`src/rtl/hs_angle_scheduler_pkg.sv`:
```
// Shared types and constants for the back-projection angle scheduler.
// Holds the FSM state encoding and the shared angle bus/step constants.
// No logic; imported by the scheduler and its arbiter.
`ifndef kAngleLength
`define kAngleLength 16
`endif
`ifndef kAngleStep
`define kAngleStep 45
`endif

package hs_angle_scheduler_pkg;

  typedef enum logic [2:0] {
    ST_IDLE     = 3'd0,
    ST_FETCH    = 3'd1,
    ST_DISPATCH = 3'd2,
    ST_ADVANCE  = 3'd3,
    ST_DRAIN    = 3'd4,
    ST_DONE     = 3'd5
  } state_t;

  localparam int ANGLE_WIDTH_DEFAULT = `kAngleLength;

  // Pointer width that stays legal for a single-entry unit array.
  function automatic int ptr_width(input int n);
    return (n > 1) ? $clog2(n) : 1;
  endfunction

endpackage

```
`src/rtl/hs_angle_scheduler_rr_arbiter.sv`:
```
// Round-robin priority select: first eligible index at or above ptr, wrapping.
// Latency: purely combinational, zero cycles.
// Backpressure: none; any=0 when nothing is eligible.
module hs_rr_arbiter #(
  parameter int N     = 4,
  parameter int PTR_W = 2
) (
  input  logic [N-1:0]     eligible,
  input  logic [PTR_W-1:0] ptr,
  output logic [N-1:0]     grant,
  output logic [PTR_W-1:0] index,
  output logic             any
);

  localparam logic [PTR_W:0] NU = (PTR_W+1)'(N);

  logic [PTR_W:0] pos;

  // Walk the ring starting at ptr and latch the first eligible entry.
  always_comb begin
    grant = '0;
    index = '0;
    any   = 1'b0;
    pos   = '0;
    for (int i = 0; i < N; i++) begin
      pos = {1'b0, ptr} + (PTR_W+1)'(i);
      if (pos >= NU) pos = pos - NU;
      if (!any && eligible[pos[PTR_W-1:0]]) begin
        any                 = 1'b1;
        grant[pos[PTR_W-1:0]] = 1'b1;
        index               = pos[PTR_W-1:0];
      end
    end
  end

endmodule

```
`src/rtl/hs_angle_scheduler.sv`:
```
// Back-projection pass sequencer: fetches angles and dispatches them round-robin to units.
// Latency: 3 cycles per angle minimum (fetch, dispatch, advance); all outputs registered.
// Backpressure: stalls in dispatch while no unit is ready and idle; holds the advance until ack.
module hs_angle_scheduler
  import hs_angle_scheduler_pkg::*;
#(
  parameter int ANGLE_WIDTH = `kAngleLength,
  parameter int NUM_UNITS   = 4,
  parameter int COUNT_WIDTH = 8
) (
  input  logic                   clk,
  input  logic                   reset_n,
  input  logic                   start,
  output logic                   busy,
  output logic                   done,
  output logic [COUNT_WIDTH-1:0] angle_count,
  input  logic [ANGLE_WIDTH-1:0] hs_angle,
  input  logic                   hs_has_next_angle,
  output logic                   hs_next_angle,
  input  logic                   hs_next_angle_ack,
  input  logic [NUM_UNITS-1:0]   unit_ready,
  input  logic [NUM_UNITS-1:0]   unit_done,
  output logic [NUM_UNITS-1:0]   unit_valid,
  output logic [ANGLE_WIDTH-1:0] unit_angle
);

  localparam int PTR_W = ptr_width(NUM_UNITS);

  state_t                 state_q, state_d;
  logic [NUM_UNITS-1:0]   busy_mask_q, busy_mask_d;
  logic [PTR_W-1:0]       rr_ptr_q, rr_ptr_d;
  logic [NUM_UNITS-1:0]   eligible, grant, valid_d;
  logic [PTR_W-1:0]       grant_idx;
  logic                   grant_any, grant_en;
  logic                   busy_d, done_d, next_d;
  logic [COUNT_WIDTH-1:0] count_d;
  logic [ANGLE_WIDTH-1:0] angle_d;

  assign eligible = unit_ready & ~busy_mask_q;
  assign grant_en = (state_q == ST_DISPATCH) && grant_any;

  hs_rr_arbiter #(
    .N     (NUM_UNITS),
    .PTR_W (PTR_W)
  ) u_arb (
    .eligible (eligible),
    .ptr      (rr_ptr_q),
    .grant    (grant),
    .index    (grant_idx),
    .any      (grant_any)
  );

  // State register.
  always_ff @(posedge clk or negedge reset_n) begin
    if (!reset_n) state_q <= ST_IDLE;
    else          state_q <= state_d;
  end

  // Next-state selection.
  always_comb begin
    state_d = state_q;
    case (state_q)
      ST_IDLE:     if (start) state_d = ST_FETCH;
      ST_FETCH:    state_d = ST_DISPATCH;
      ST_DISPATCH: if (grant_any) state_d = ST_ADVANCE;
      ST_ADVANCE: begin
        if (!hs_has_next_angle)                     state_d = ST_DRAIN;
        else if (hs_next_angle && hs_next_angle_ack) state_d = ST_FETCH;
      end
      ST_DRAIN:    if (busy_mask_q == '0) state_d = ST_DONE;
      ST_DONE:     state_d = ST_IDLE;
      default:     state_d = ST_IDLE;
    endcase
  end

  // Next values of the registered outputs and tracking state, derived from state_d.
  always_comb begin
    busy_d      = (state_d != ST_IDLE);
    done_d      = (state_d == ST_DONE);
    // Advance request is raised on entry to ADVANCE and held until the source acks.
    next_d      = (state_d == ST_ADVANCE) && hs_has_next_angle;
    valid_d     = grant_en ? grant : '0;
    angle_d     = grant_en ? hs_angle : unit_angle;
    busy_mask_d = (busy_mask_q & ~unit_done) | (grant_en ? grant : '0);
    rr_ptr_d    = rr_ptr_q;
    if (grant_en)
      rr_ptr_d = (grant_idx == PTR_W'(NUM_UNITS-1)) ? '0 : grant_idx + 1'b1;
    count_d     = angle_count;
    if (state_q == ST_IDLE && start)
      count_d = '0;
    else if (grant_en && angle_count != '1)
      count_d = angle_count + 1'b1;
  end

  // Output and tracking registers.
  always_ff @(posedge clk or negedge reset_n) begin
    if (!reset_n) begin
      busy          <= 1'b0;
      done          <= 1'b0;
      hs_next_angle <= 1'b0;
      unit_valid    <= '0;
      unit_angle    <= '0;
      angle_count   <= '0;
      busy_mask_q   <= '0;
      rr_ptr_q      <= '0;
    end else begin
      busy          <= busy_d;
      done          <= done_d;
      hs_next_angle <= next_d;
      unit_valid    <= valid_d;
      unit_angle    <= angle_d;
      angle_count   <= count_d;
      busy_mask_q   <= busy_mask_d;
      rr_ptr_q      <= rr_ptr_d;
    end
  end

endmodule

```
`config.mk`:
```
export PLATFORM = sky130hd
export DESIGN_NAME = hs_angle_scheduler
export DESIGN_NICKNAME = d
export VERILOG_FILES = /design/src/rtl/hs_angle_scheduler_pkg.sv /design/src/rtl/hs_angle_scheduler_rr_arbiter.sv /design/src/rtl/hs_angle_scheduler.sv
export SDC_FILE = /design/constraint.sdc
export NUM_CORES = 1
export LEC_CHECK = 0
export ABC_AREA = 1
export BUFFER_PORTS_ARGS = -buffer_cell sky130_fd_sc_hd__buf_4
export CAP_MARGIN = 30
export CORE_MARGIN = 2
export CORE_UTILIZATION = 30
export CTS_CLUSTER_DIAMETER = 60
export DETAILED_ROUTE_END_ITERATION = 6
export GPL_TIMING_DRIVEN = 0
export PLACE_DENSITY_LB_ADDON = 0.05
export SLEW_MARGIN = 10
export SYNTH_ARGS = -nofsm -noshare
export SYNTH_HDL_FRONTEND = slang
export SYNTH_HIERARCHICAL = 1
export SYNTH_SLANG_ARGS = --single-unit
```
`constraint.sdc`:
```
create_clock -name clk -period 6.9 [get_ports clk]
set_clock_uncertainty 0.1 [all_clocks]
set_input_delay 1.38 -clock clk [delete_from_list [all_inputs] [get_ports clk]]
set_output_delay 1.38 -clock clk [all_outputs]
set_load 0.03 [all_outputs]
```
Yosys cells after proc, flatten, opt, wreduce, memory -nomap -nowiden --
Index checks and enable logic that the tools add are counted.
Cells by class: add/subtract/negate cells 9, $lt $le $gt $ge 12, equality and inequality tests 8, mux-type cells 42, bitwise gates (word level) 8, reductions and logical operators 19
Operator list (count):
- $mux 4 | 5
- $mux 2 | 9
- $mux 8 | 2
- $or 4x4->4 | 4
- $mux 3 | 5
- $pmux 3 s5 | 1
- $logic_and 1x1->1 | 12
- $lt 2x3->1 const B | 4
- $mux 1 | 12
- $eq 3x2->1 const B | 3
- $ge 3x3->1 const B | 3
- $add 8x1->8 const B | 1
- $and 4x4->4 | 2
- $bmux 1 s2 | 4
- $demux 1 s2 | 4
- $ge 2x1->1 const B | 4
- $ne 8x8->1 const B | 1
- $not 4->4 | 2
- $sub 2x1->2 const B | 4
- $add 2x2->3 const B | 2
- $eq 3x3->1 const B | 2
- $logic_not 4->1 | 1
- $add 2x1->3 const B | 1
- $eq 3x1->1 const B | 1
- other kinds (7) | 9
Word-level totals: bits in registers 40, input port bits 29, output and inout port bits 31, logic and storage cells 107

Depth between registers and ports, before layout --
depth in word-level cells 18, depth in mapped cells 16, gate-level depth less buffers 15

Hierarchy --
Netlist, hierarchy kept.
Modules (own cells, without submodules):
- hs_angle_scheduler | times used 1, cells each 227, area an instance 1825.5 um2, sequential area each 1001.0 um2
- hs_rr_arbiter | times used 1, cells each 74, area an instance 440.4 um2, sequential area each 0.0 um2

Least setup slack after synthesis --
No wires, ideal clock.
path kind input to register, start input port unit_ready[3], end register unit_angle[10], setup time 117 ps, arrival time 2717 ps, data required time 6683 ps, setup slack 3966 ps, stages on the path 16, path buffers 3, cells stage by stage inv_1 nor2_1 inv_1 nand2_1 nand3_4 nand2_4 nor2_4 buf_6 nand4_1 inv_1 nor2_1 nand2_1 buf_4 buf_6 nand2_1 nand2_1
Between the ends: word-level cells in the longest chain between the ends 14, elaborated cells on any way between the ends 20, those cells by class 12 x mux; 1 x bitwise; 7 x reduce/logical
RTL lines:
- start: declaration | RTL line hs_angle_scheduler.sv:21 | input logic [NUM_UNITS-1:0] unit_ready,
- $and 4x4->4 * | RTL line hs_angle_scheduler.sv:39 | assign eligible = unit_ready & ~busy_mask_q;
- net eligible[3] | RTL line hs_angle_scheduler.sv:32 | logic [NUM_UNITS-1:0] eligible, grant, valid_d;
- $bmux 1 s2 | RTL line hs_angle_scheduler_rr_arbiter.sv:28 | if (!any && eligible[pos[PTR_W-1:0]]) begin
- $mux 1 (implied by the code) | RTL line hs_angle_scheduler_rr_arbiter.sv:28
- $mux 1 | RTL line hs_angle_scheduler_rr_arbiter.sv:28
- $logic_not 1->1 | RTL line hs_angle_scheduler_rr_arbiter.sv:28
- $logic_and 1x1->1 | RTL line hs_angle_scheduler_rr_arbiter.sv:28
- $mux 1 | RTL line hs_angle_scheduler_rr_arbiter.sv:28
- $logic_not 1->1 | RTL line hs_angle_scheduler_rr_arbiter.sv:28
- $logic_and 1x1->1 | RTL line hs_angle_scheduler_rr_arbiter.sv:28
- $mux 1 | RTL line hs_angle_scheduler_rr_arbiter.sv:28
- $logic_not 1->1 | RTL line hs_angle_scheduler_rr_arbiter.sv:28
- $logic_and 1x1->1 | RTL line hs_angle_scheduler_rr_arbiter.sv:28
- $mux 1 * | RTL line hs_angle_scheduler_rr_arbiter.sv:28
- net grant_any | RTL line hs_angle_scheduler.sv:34 | logic grant_any, grant_en;
- $logic_and 1x1->1 * | RTL line hs_angle_scheduler.sv:40 | assign grant_en = (state_q == ST_DISPATCH) && grant_any;
- end signal: assignment | RTL line hs_angle_scheduler.sv:111 | unit_angle <= angle_d;
- end: declaration | RTL line hs_angle_scheduler.sv:24 | output logic [ANGLE_WIDTH-1:0] unit_angle
Mark *: on every way through the listed nets, which the timed path passes. The rest lies on a longest branch. The select of a mux whose other input is x is not followed. A chain may end at the register's enable or synchronous reset.

Worst setup path after layout --
start input port unit_ready[1], end register angle_count[0]
Between the ends: word-level cells in the longest chain between the ends 16, elaborated cells on any way between the ends 22, those cells by class 12 x mux; 1 x bitwise; 9 x reduce/logical
RTL lines:
- $and 4x4->4 * | RTL line hs_angle_scheduler.sv:39
- net eligible[1] | RTL line hs_angle_scheduler.sv:32
- $bmux 1 s2 | RTL line hs_angle_scheduler_rr_arbiter.sv:28
- $mux 1 (implied by the code) | RTL line hs_angle_scheduler_rr_arbiter.sv:28
- $mux 1 | RTL line hs_angle_scheduler_rr_arbiter.sv:28
- $logic_not 1->1 | RTL line hs_angle_scheduler_rr_arbiter.sv:28
- $logic_and 1x1->1 | RTL line hs_angle_scheduler_rr_arbiter.sv:28
- $mux 1 | RTL line hs_angle_scheduler_rr_arbiter.sv:28
- (+2 left out)
- $mux 1 | RTL line hs_angle_scheduler_rr_arbiter.sv:28
- $logic_not 1->1 | RTL line hs_angle_scheduler_rr_arbiter.sv:28
- $logic_and 1x1->1 | RTL line hs_angle_scheduler_rr_arbiter.sv:28
- $mux 1 * | RTL line hs_angle_scheduler_rr_arbiter.sv:28
- net grant_any | RTL line hs_angle_scheduler.sv:34
- $logic_and 1x1->1 * | RTL line hs_angle_scheduler.sv:40
- $logic_and 1x1->1 * | RTL line hs_angle_scheduler.sv:91 | else if (grant_en && angle_count != '1)
- $reduce_bool 2->1 (no source line) *
- end signal: assignment | RTL line hs_angle_scheduler.sv:112 | angle_count <= count_d;
- end: declaration | RTL line hs_angle_scheduler.sv:16 | output logic [COUNT_WIDTH-1:0] angle_count,
Marks and branches as above.

==> results <==
- The flow ran to the end, and the final reports show no timing, DRC or antenna violations.
- The internal reg-to-reg setup slack is about 4.2 ns.
- Data arrives at the worst endpoint at between 3 and 4 ns.
- In this run the worst hold path is classified as reg2reg.
- The max-cap check violation count is 0.
- The post-synthesis compound-gate area fraction is 5.36%.
- The largest individual stage delay along the critical path comes from the cell sky130_fd_sc_hd__a21oi_2.
- After Yosys synthesis, full adders, half adders and majority gates account for 3.87% of the synthesized area.
- Setup violations remaining at the end of the flow were counted as 0.
- After clock tree synthesis, the clock-pin slew on the worst setup and hold paths is about 0.070 ns.
- Counting the fill cells in the layout gives 791.
- The number of distinct standard cells referenced by the synthesized netlist is 27.
- For this run, the detailed router's first-pass iteration total came to 4.
- Entering global routing, the biggest net connects 41 pins.
- Among the stages of the critical path, the cell type that occurs most often is sky130_fd_sc_hd__inv_1.
- The total length of routed wires is 5.54 mm.
- Internal power comes to 0.800 mW.
- The number of antenna violations at the first check in global routing came to 0.
- The final number of max-transition violations is 0.
- The slack of the critical path is 3.87 ns.
- After synthesis, the most frequently instantiated cells are sky130_fd_sc_hd__nand2_1, sky130_fd_sc_hd__dfrtp_1, sky130_fd_sc_hd__inv_1, sky130_fd_sc_hd__nand3_1, sky130_fd_sc_hd__nor2_1.
- The cell with the most instances after synthesis is sky130_fd_sc_hd__nand2_1.
- The worst-path maximum fanout is 10.
- Summing the areas of all and, or, nand and nor instances in the mapped netlist gives a little over a third of the synthesized area.
- Measured along the x axis, the die boundary spans 90.9 um.
- The fraction of final layout cells sized beyond drive strength 1 is between 20% and 30%.
- The number of antenna diodes in the final layout is 0.
- The post-synthesis sequential element count is 40.
- The proportion of synthesized area in mux cells is 0%.
- The post-route setup TNS is 0 ns.
- The startpoint of the most critical register-to-register path is rr_ptr_q[0]$_DFFE_PN0P_.
- The layout overhead on the synthesized area is 30.7%.
- Setup repair after global routing left no endpoint under its margin.
- Walking the worst path, the cells encountered are buf_4 -> inv_1 -> nor2_1 -> inv_1 -> nand2_1 -> nand3_2 -> nand2_4 -> nor2_4 -> buf_6 -> nand4_1 -> inv_1 -> nor2_1 -> nand2_1 -> a21oi_2 -> nand3_1 -> o21ai_1.
- The number of placement rows is 31.
- The area taken by flip-flops and latches is 1000 um^2.
- In this run, the clock network consumes approximately 14% of the power.
- The worst setup path is launched from an input port.
- Summed over all layers, the global routing overflow is 0.
- After the last flow step, the layout net total stands at roughly 400.
- The final design instance area without fill is 2960 um^2.
- The switching power is roughly 0.76 mW.
- The transition time at the pin with the least slew margin is ~0.53 ns.
- The smallest clock period supported by the final layout is computed as 3.03 ns.
- After detailed routing, the number of remaining DRC violations is 0.
- The maximum clock path buffer count is 2.
- The final estimated routing congestion in global placement is about 0.85.
- Summing the areas of all xor and xnor instances in the mapped netlist gives approximately 1.2% of the synthesized area.
- STA classifies the critical path endpoint as a flip-flop.
- The total clock buffers created by CTS is 5.
- The number of hold buffers added after CTS was 0.
- The worst setup path is of the in2reg kind.
- The number of clock sinks is 40.
- Tracing the worst setup path back leads to its startpoint at unit_ready[1].
- The tree is rooted in a sky130_fd_sc_hd__clkbuf_8.
- The number of hold violations in the final report came to 0.
- The Yosys step of the flow raised 6 warnings.
- Of the total power, the share spent switching nets is slightly below 50%.
- The critical path contains buffers and inverters numbering 5 combined.
- Input and output buffers added on the ports amount to 59.
- The detail-routed via count per cell is 4.47.
- By area the synthesized netlist is led by sky130_fd_sc_hd__dfrtp_1, sky130_fd_sc_hd__nand2_1, sky130_fd_sc_hd__inv_1, sky130_fd_sc_hd__nand3_1, sky130_fd_sc_hd__nor2_1.
- The number of gates resized after cts is 0.
- The overall die height is 90.9 um.
- The worst vdd rail ir drop is approximately 0.00017 V.
- Data on the critical path is required at its endpoint by 7.01 ns.
- The fraction of the yosys area taken by sequential cells is 44.2%.
- The depth of the most critical reg-to-reg path is 15.
- After clock tree synthesis, the setup repair step added 0 buffers.
- Before CTS, the worst setup slack after placement is around 3.6 ns.
- The count of boundary I/O pins is 60.
- On the critical path the largest part of the delay comes from simple AND/OR/NAND/NOR gates.
- The count of flip-flops with a built-in enable after synthesis is 0.
- The total routing resource utilization after global routing is 14.3%.
- The number of nets handed over by synthesis was 337.
- The post-route total power is between 1.5 and 2 mW.
- The period utilization is between 40% and 50%.
- After synthesis, the largest family of logic cells by area is simple AND/OR/NAND/NOR gates.
- The combinational share of power is between 50% and 60%.
- The count of nets left with antenna violations once routing finished came out at 0.
- The share of power burned in registers is 26.2%.
- The first global-routing pass estimated a little under 10 mm of wire.
- The end-of-flow core utilization is between 40% and 50%.
- The number of global-route vias before repair is roughly 2.0k.
- The number of cells produced by synthesis is ~300.
- Detailed routing inserted a total of roughly 2.1k vias.
- Summed over all instances, the cell type with the most area after synthesis is sky130_fd_sc_hd__dfrtp_1.
- After detailed routing, the average wire length per cell comes to 11.9 um.
- The post-synthesis instance area is between 2000 and 2500 um^2.
- The overall die area is between 8000 and 9000 um^2.
- The placeable core region is about 7300 um^2.
- The area fraction of the dominant cell type after synthesis is 44.2%.
- For this block, the initial DRC count from the detailed router was 74.
- The mean instance size in the synthesized netlist is 7.53 um^2.
- The worst slew slack as a fraction of its limit is 64.6%.
- The fraction of synthesis flops using an asynchronous set or reset pin is 100%.
- The later pin in the worst-skew pair is clocked with a latency of ~0.29 ns.
- For this design the ratio of total power to cell area is 526 nW/um^2.
- The H-tree depth is 2.
- The half-perimeter wire length after placement is 4.09 mm.
- In this run the static leakage power is ~1.6 nW.
- Timing would allow up to between 300 and 400 MHz.
- TritonCTS built the clock tree.
- The reg-to-reg critical path endpoint is unit_angle[5]$_DFFE_PN0P_.
- The critical path ends at angle_count[0]$_DFFE_PN0P_.
- Summing all multi-input logic gate instances after layout gives approximately 1100 um^2.
- Once placement finished, the instance area stood at 2830 um^2.
- In the synthesized netlist the dominant register cell turns out to be sky130_fd_sc_hd__dfrtp_1.
- For this run, the slowest stage of the critical path takes between 0.2 and 0.3 ns.
- The initial cell density of the core is 31.1%.
- In this run the number of cells on the critical path is 16.
-- power by group through the flow --
stage	Combinational, mW	Clock [mW]	Sequential, mW
floorplan	0.517	0	0.547
global placement	0.934	0	0.413
detailed placement	0.935	0	0.412
CTS	0.938	0.231	0.409
global route	1.04	0.241	0.424
finish	0.926	0.224	0.407
-- cell type report --
type                            count  share of cell area (%)
Sequential cell                    40                    33.8
Multi-Input combinational cell    214                    35.8
Clock buffer                        5                    2.32
Timing Repair Buffer               59                    15.0
Tap cell                           99                    4.18
Buffer                              6                    1.69
Inverter                           41                    5.20
Clock inverter                      2                    2.03
-- how the worst min path moves through the flow --
stage | to | cells after the start | from | slack (ns)
6_report | unit_angle[0]$_DFFE_PN0P_ | 2 | unit_angle[0]$_DFFE_PN0P_ | 0.38
5_1_grt | unit_angle[13]$_DFFE_PN0P_ | 2 | unit_angle[13]$_DFFE_PN0P_ | 0.41
4_1_cts | unit_angle[0]$_DFFE_PN0P_ | 2 | unit_angle[0]$_DFFE_PN0P_ | 0.39
3_5_place_dp | unit_angle[2]$_DFFE_PN0P_ | 2 | unit_angle[2]$_DFFE_PN0P_ | 0.37
3_3_place_gp | unit_angle[8]$_DFFE_PN0P_ | 2 | unit_angle[8]$_DFFE_PN0P_ | 0.36
2_1_floorplan | done$_DFF_PN0_ | 3 | busy_mask_q[0]$_DFF_PN0_ | 0.43
-- layer usage --
layer	part of all wire, %	vias to the layer above	global-route usage (%)
li1	-	1068	-
met1	49	948	20.3
met2	43	58	21.8
met3	5.8	7	3.17
met4	1.4	0	3.91
met5	0	-	0
-- worst min-delay path, cell delays in order (launching register included) --
cell and delay (ns):
sky130_fd_sc_hd__dfrtp_1 0.35, sky130_fd_sc_hd__nand2_1 0.05, sky130_fd_sc_hd__nand2_1 0.05
-- state kept, by name (all words and copies together), names as in the netlist --
| register | flops |
|---|---|
| busy | 1 |
| rr_ptr_q | 2 |
| state_q | 3 |
| angle_count | 8 |
| busy_mask_q | 4 |
| hs_next_angle | 1 |
| unit_angle | 16 |
| done | 1 |
| unit_valid | 4 |
-- logic make-up (layout without fill, tap and decap cells) --
family	after synthesis	in the layout
xor gates and xnor gates	3	3
and+or+nand+nor	184	184
adders and majority gates	7	7
AOI/OAI and AO/OA	20	20
DFF	40	40
buffers and inverters	47	113
-- placed cells by master (no fill, tap or decap), types with 4 or more instances in the layout --
cell / instances
sky130_fd_sc_hd__a21boi_0: 4
sky130_fd_sc_hd__a21oi_1: 8
sky130_fd_sc_hd__buf_4: 62
sky130_fd_sc_hd__clkbuf_8: 5
sky130_fd_sc_hd__dfrtp_1: 40
sky130_fd_sc_hd__ha_1: 7
sky130_fd_sc_hd__inv_1: 35
sky130_fd_sc_hd__inv_2: 6
sky130_fd_sc_hd__nand2_1: 107
sky130_fd_sc_hd__nand2_2: 10
sky130_fd_sc_hd__nand3_1: 26
sky130_fd_sc_hd__nand4_1: 9
sky130_fd_sc_hd__nor2_1: 24
sky130_fd_sc_hd__o22ai_1: 4
-- stage by stage --
stage	hold WS [ns]	cells
6_report	0.383	466
5_1_grt	0.415	466
4_1_cts	0.387	466
3_5_place_dp	0.366	459
3_3_place_gp	0.365	459
2_1_floorplan	0.430	301
(Power assumes the default switching activity.)
